--- src/rtl/whack_pkg.sv ---
// Shared definitions for the whack-a-mole slot logic:
// mode encodings and LFSR constants.
package whack_pkg;

    typedef enum logic [1:0] {
        MODE_UP     = 2'b00,
        MODE_DOWN   = 2'b01,
        MODE_RANDOM = 2'b10,
        MODE_HOLD   = 2'b11
    } mode_e;

    // x^8+x^6+x^5+x^4+1 -> register bits 7,5,4,3
    localparam logic [7:0] LFSR_TAPS         = 8'b1011_1000;
    localparam logic [7:0] DEFAULT_LFSR_SEED = 8'hA5;

endpackage

--- src/rtl/mole_lfsr.sv ---
// 8-bit Fibonacci LFSR, shifting left with feedback into bit 0.
// out is the value the register takes on the next advance.
module mole_lfsr
    import whack_pkg::*;
(
    input  logic       clk_out,
    input  logic       rst_n,
    input  logic       adv,
    input  logic [7:0] seed,
    output logic [7:0] out
);

    logic [7:0] lfsr_q;
    logic [7:0] lfsr_d;

    assign lfsr_d = {lfsr_q[6:0], ^(lfsr_q & LFSR_TAPS)};
    assign out    = lfsr_d;

    // A zero seed would lock the register at zero forever.
    always_ff @(posedge clk_out or negedge rst_n) begin
        if (!rst_n) begin
            lfsr_q <= (seed == 8'h00) ? 8'h01 : seed;
        end else if (adv) begin
            lfsr_q <= lfsr_d;
        end
    end

endmodule

--- src/rtl/mole_slot_sequencer.sv ---
// Selects the lit mole slot (up/down/random/hold) on each tick,
// with direct load and registered hit detection.
module mole_slot_sequencer
    import whack_pkg::*;
#(
    parameter int         NUM_SLOTS = 4,
    parameter logic [7:0] LFSR_SEED = DEFAULT_LFSR_SEED,
    localparam int        CW        = $clog2(NUM_SLOTS)
) (
    input  logic                 clk_out,
    input  logic                 rst_n,
    input  logic                 tick,
    input  logic [1:0]           mode,
    input  logic                 load,
    input  logic [CW-1:0]        load_val,
    input  logic                 hit,
    output logic [CW-1:0]        slot,
    output logic [NUM_SLOTS-1:0] mole_onehot,
    output logic                 wrap,
    output logic                 hit_ok
);

    localparam logic [CW:0] LAST = (CW+1)'(NUM_SLOTS - 1);
    localparam logic [CW:0] NS   = (CW+1)'(NUM_SLOTS);

    logic [CW-1:0]        slot_q, slot_d;
    logic                 valid_q, valid_d;
    logic [NUM_SLOTS-1:0] onehot_q, onehot_d;
    logic                 wrap_q, wrap_d;
    logic                 hit_q, hit_d;

    logic        adv;
    logic [7:0]  lfsr_nx;
    logic [CW:0] cur_ext;
    logic [CW:0] up_ext;
    logic [CW:0] dn_ext;
    logic [CW:0] ld_ext;
    logic [CW:0] rnd_ext;

    mole_lfsr u_lfsr (
        .clk_out (clk_out),
        .rst_n   (rst_n),
        .adv     (adv),
        .seed    (LFSR_SEED),
        .out     (lfsr_nx)
    );

    assign cur_ext = {1'b0, slot_q};
    assign up_ext  = cur_ext + 1'b1;
    assign dn_ext  = cur_ext - 1'b1;
    assign ld_ext  = {1'b0, load_val};

    // Raw draw spans < 2*NUM_SLOTS, so one subtraction folds it in range.
    always_comb begin
        rnd_ext = {1'b0, lfsr_nx[CW-1:0]};
        if (rnd_ext >= NS) begin
            rnd_ext = rnd_ext - NS;
        end
        if (rnd_ext == cur_ext) begin
            rnd_ext = (rnd_ext == LAST) ? '0 : rnd_ext + 1'b1;
        end
    end

    always_comb begin
        slot_d  = slot_q;
        valid_d = valid_q;
        wrap_d  = 1'b0;
        hit_d   = 1'b0;
        adv     = 1'b0;
        if (load) begin
            slot_d  = (ld_ext > LAST) ? LAST[CW-1:0] : load_val;
            valid_d = 1'b1;
        end else if (tick) begin
            adv     = 1'b1;
            valid_d = 1'b1;
            unique case (mode_e'(mode))
                MODE_UP: begin
                    if (cur_ext == LAST) begin
                        slot_d = '0;
                        wrap_d = 1'b1;
                    end else begin
                        slot_d = up_ext[CW-1:0];
                    end
                end
                MODE_DOWN: begin
                    if (cur_ext == '0) begin
                        slot_d = LAST[CW-1:0];
                        wrap_d = 1'b1;
                    end else begin
                        slot_d = dn_ext[CW-1:0];
                    end
                end
                MODE_RANDOM: slot_d = rnd_ext[CW-1:0];
                MODE_HOLD:   slot_d = slot_q;
            endcase
        end else if (hit && valid_q) begin
            valid_d = 1'b0;
            hit_d   = 1'b1;
        end
    end

    always_comb begin
        onehot_d = '0;
        if (valid_d) begin
            onehot_d = NUM_SLOTS'(1) << slot_d;
        end
    end

    always_ff @(posedge clk_out or negedge rst_n) begin
        if (!rst_n) begin
            slot_q   <= '0;
            valid_q  <= 1'b1;
            onehot_q <= NUM_SLOTS'(1);
            wrap_q   <= 1'b0;
            hit_q    <= 1'b0;
        end else begin
            slot_q   <= slot_d;
            valid_q  <= valid_d;
            onehot_q <= onehot_d;
            wrap_q   <= wrap_d;
            hit_q    <= hit_d;
        end
    end

    assign slot        = slot_q;
    assign mole_onehot = onehot_q;
    assign wrap        = wrap_q;
    assign hit_ok      = hit_q;

endmodule

--- config.mk ---
export PLATFORM = sky130hd
export DESIGN_NAME = mole_slot_sequencer
export DESIGN_NICKNAME = d
export VERILOG_FILES = /design/src/rtl/whack_pkg.sv /design/src/rtl/mole_lfsr.sv /design/src/rtl/mole_slot_sequencer.sv
export SDC_FILE = /design/constraint.sdc
export NUM_CORES = 1
export LEC_CHECK = 0
export ABC_AREA = 1
export BUFFER_PORTS_ARGS = -buffer_cell sky130_fd_sc_hd__buf_2
export CORE_MARGIN = 2
export CORE_UTILIZATION = 45
export DETAILED_ROUTE_END_ITERATION = 7
export PLACE_DENSITY = 0.67
export SYNTH_ARGS = -nofsm -noshare
export SYNTH_HDL_FRONTEND = slang
export SYNTH_SLANG_ARGS = --single-unit
export TNS_END_PERCENT = 30
--- constraint.sdc ---
create_clock -name clk_out -period 4.6 [get_ports clk_out]
set_input_delay 0.69 -clock clk_out [delete_from_list [all_inputs] [get_ports clk_out]]
set_output_delay 0.69 -clock clk_out [all_outputs]
set_load 0.02 [all_outputs]
==> qor.yml <==
swShare_pct: 39.7
p_switching_mw: 0.189
overflow: 0
synthXorXnorAreaFrac_pct: 0.987
antennaDiodeCount: 0
antenna_found_initial: 0
viasPerCell: 4.64
finalSetupViolCount: 0
synthTopCellsByArea: "dfrtp_1 (31%), dfstp_2 (18%), nand2_1 (12%)"
max_slew_margin_pct: 75.4
crit_path_end_kind: "register"
cts_tree: "done"
synthAdderAreaFrac_pct: 4.23
yosysWarningCount: 0
cts_resized: 0
synthesis.area_sq_um: 887
drive_gt1_share_pct: 28.6
final_area_sq_mm: 0.00103
die_w_um: 48.4
cts_root_buf: "clkbuf_4"
synth.net_count: 125
peakVddDrop_uv: 242
pwr-share-comb_pct: 37.4
power.share.sequential_pct: 44.6
die_h_um: 48.4
hold_buffers: 0
htreeDepth: 1
clk_latency_ns: 0.30
clk_pin_slew_ns: 0.12
start_util_pct: 46.6
synth_top_family_by_area: "simple AND/OR/NAND/NOR gates"
clk_path_buf_depth: 2
yosysUniqueCellTypes: 15
internal_power_mw: 0.288
max_freq_mhz: 514
dr.first_iter.drc_count: 2
post-route-min-period_ns: 1.94
fp.dieArea_sq_mm: 0.00234
io_pins: 17
grt_pass1_vias: 733
final_nets: 146
numCtsBuffers: 3
drt_wl_total_um: 1670
crit_arrival_ns: 2.18
drtPass1Iterations: 2
synth_compound_area_share_pct: 11.0
worst_slack_ns: 2.66
synth_mux_area_share_pct: 0
power_density_mw_per_mm2: 463
clock-skew-final_ns: 0.00935
ys_seq_elements: 17
total_power_mw: 0.477
grt_pass1_wl_um: 3020
core_sq_mm: 0.00190
dp_cells: 156
hold_path.class: "input pin to asynchronous set/reset pin"
status: "complete, no violations"
ant_nets: 0
track_usage_pct: 16.1
fin_cells: 160
gp_congestion: 0.771
post_cts_buffers: 0
yosys.area.top_type: "dfrtp_1"
num_vias: 742
synth_seq_area_share_pct: 48.8
met2_length_um: 826
routedLengthMet1_um: 782
required_ns: 4.84
power.leakage_nw: 0.553
layout_common_cells: "nand2_1 (28), inv_1 (18), buf_2 (16), dfrtp_1 (11), o21ai_0 (10)"
dpl_worst_slack_ns: 2.66
hpwlAfterDp_um: 1290
path_max_fanout: 3
critPathKind: "register to register"
period_share_pct: 42.3
fp-row-count: 16
dr_wl_met3_um: 63
avgRoutedWirePerCell_um: 10.5
hold_viol: 0
syn_to_final_growth_pct: 16.2
synthSimpleGateAreaFrac_pct: 26.1
tightest_slew_ns: 0.368
fin_tns_setup_ns: 0
clock_sinks: 17
grt_max_degree: 18
drcViolationCount: 0
layout_commonest_cell: "nand2_1"
rsz0062_at_grt: "false"
port_buffers: 16
maxSlewViolCount: 0
placed_area_sq_mm: 0.00100
drv_cap: 0
critPathLaunchType: "register"
syn_avg_cell_area_sq_um: 7.85
synthCells: 113
synth_top_area_share_pct: 31.0
dr.max_layer_used: "met3"
pwr-share-clk_pct: 18.1
metal layers:
layer  global-route usage [%]  up-vias
met3                     4.01        0
li1                         -      393
met1                     20.6      336
met2                     28.0       13
met4                     2.86        0
met5                        0        -
critical path: stages, from the launching register on:
cell and delay (ns):
dfstp_2 0.56, inv_1 0.05, nand2_1 0.06, nand2_2 0.06, nand2_1 0.09, nand2_2 0.07
ha_1 0.18, o31ai_1 0.24, nand3_1 0.10, nand2_1 0.07, nand2_1 0.05, nand2_1 0.05
nand2_1 0.06, nand2_1 0.07, nand2_1 0.07, nor2_1 0.11
cell type report:
cell class	instances	area (sq um)
Fill cell	188	871
Sequential cell	17	433
Multi-Input combinational cell	75	375
Timing Repair Buffer	16	80.1
Inverter	21	78.8
Tap cell	27	33.8
Clock buffer	3	22.5
Clock inverter	1	7.51
state kept, by name (all words and copies together), names as in the netlist:
register       count
slot               2
wrap               1
mole_onehot        4
hit_ok             1
u_lfsr.lfsr_q      8
valid_q            1
kinds of logic after synthesis:
group,count (synthesis)
XOR/XNOR,1
AO/OA/AOI/OAI,18
flip-flops,17
AND/OR/NAND/NOR,53
buffers and inverters,21
adder cells (fa/ha/maj),3
path summary, 6_finish.rpt:
| path | startpoint | endpoint | slack, ns | depth (start not counted) |
|---|---|---|---|---|
| setup / recovery | u_lfsr.lfsr_q[7] | mole_onehot[1] | 2.66 | 15 |
| setup reg to reg | u_lfsr.lfsr_q[7] | mole_onehot[1] | 2.66 | 15 |
| min in group clk_out | u_lfsr.lfsr_q[2] | u_lfsr.lfsr_q[2] | 0.47 | 2 |
| hold / removal | rst_n | u_lfsr.lfsr_q[4] | 0.28 | 1 |
| hold reg to reg | u_lfsr.lfsr_q[2] | u_lfsr.lfsr_q[2] | 0.47 | 2 |
| max in group asynchronous | rst_n | valid_q | 4.00 | 1 |
metrics by stage:
stage / util (%) / hold WS [ns]
final: 54.2 / 0.283
after global routing: 54.2 / 0.308
after CTS: 54.2 / 0.298
after detailed placement: 52.6 / 0.458
after global placement: 52.6 / 0.456
after floorplan: - / 0.394
power by group through the flow:
| stage | sequential (mW) | clock [mW] | combinational, mW |
|---|---|---|---|
| after global routing | 0.217 | 0.0929 | 0.207 |
| final | 0.213 | 0.0861 | 0.178 |
| after CTS | 0.213 | 0.0869 | 0.179 |
| after floorplan | 0.221 | 0 | 0.129 |
| after global placement | 0.214 | 0 | 0.171 |
| after detailed placement | 0.215 | 0 | 0.178 |
synth_stat cells:
cell,n
nor2_1,9
inv_2,3
inv_1,18
nand4_1,1
o31ai_1,3
xor2_1,1
nand2_2,6
dfstp_2,6
nor2_2,3
nand3_1,6
a21oi_1,5
ha_1,3
dfrtp_1,11
nand2_1,28
o21ai_0,10
Note: power is estimated with default switching activity, not from simulation.
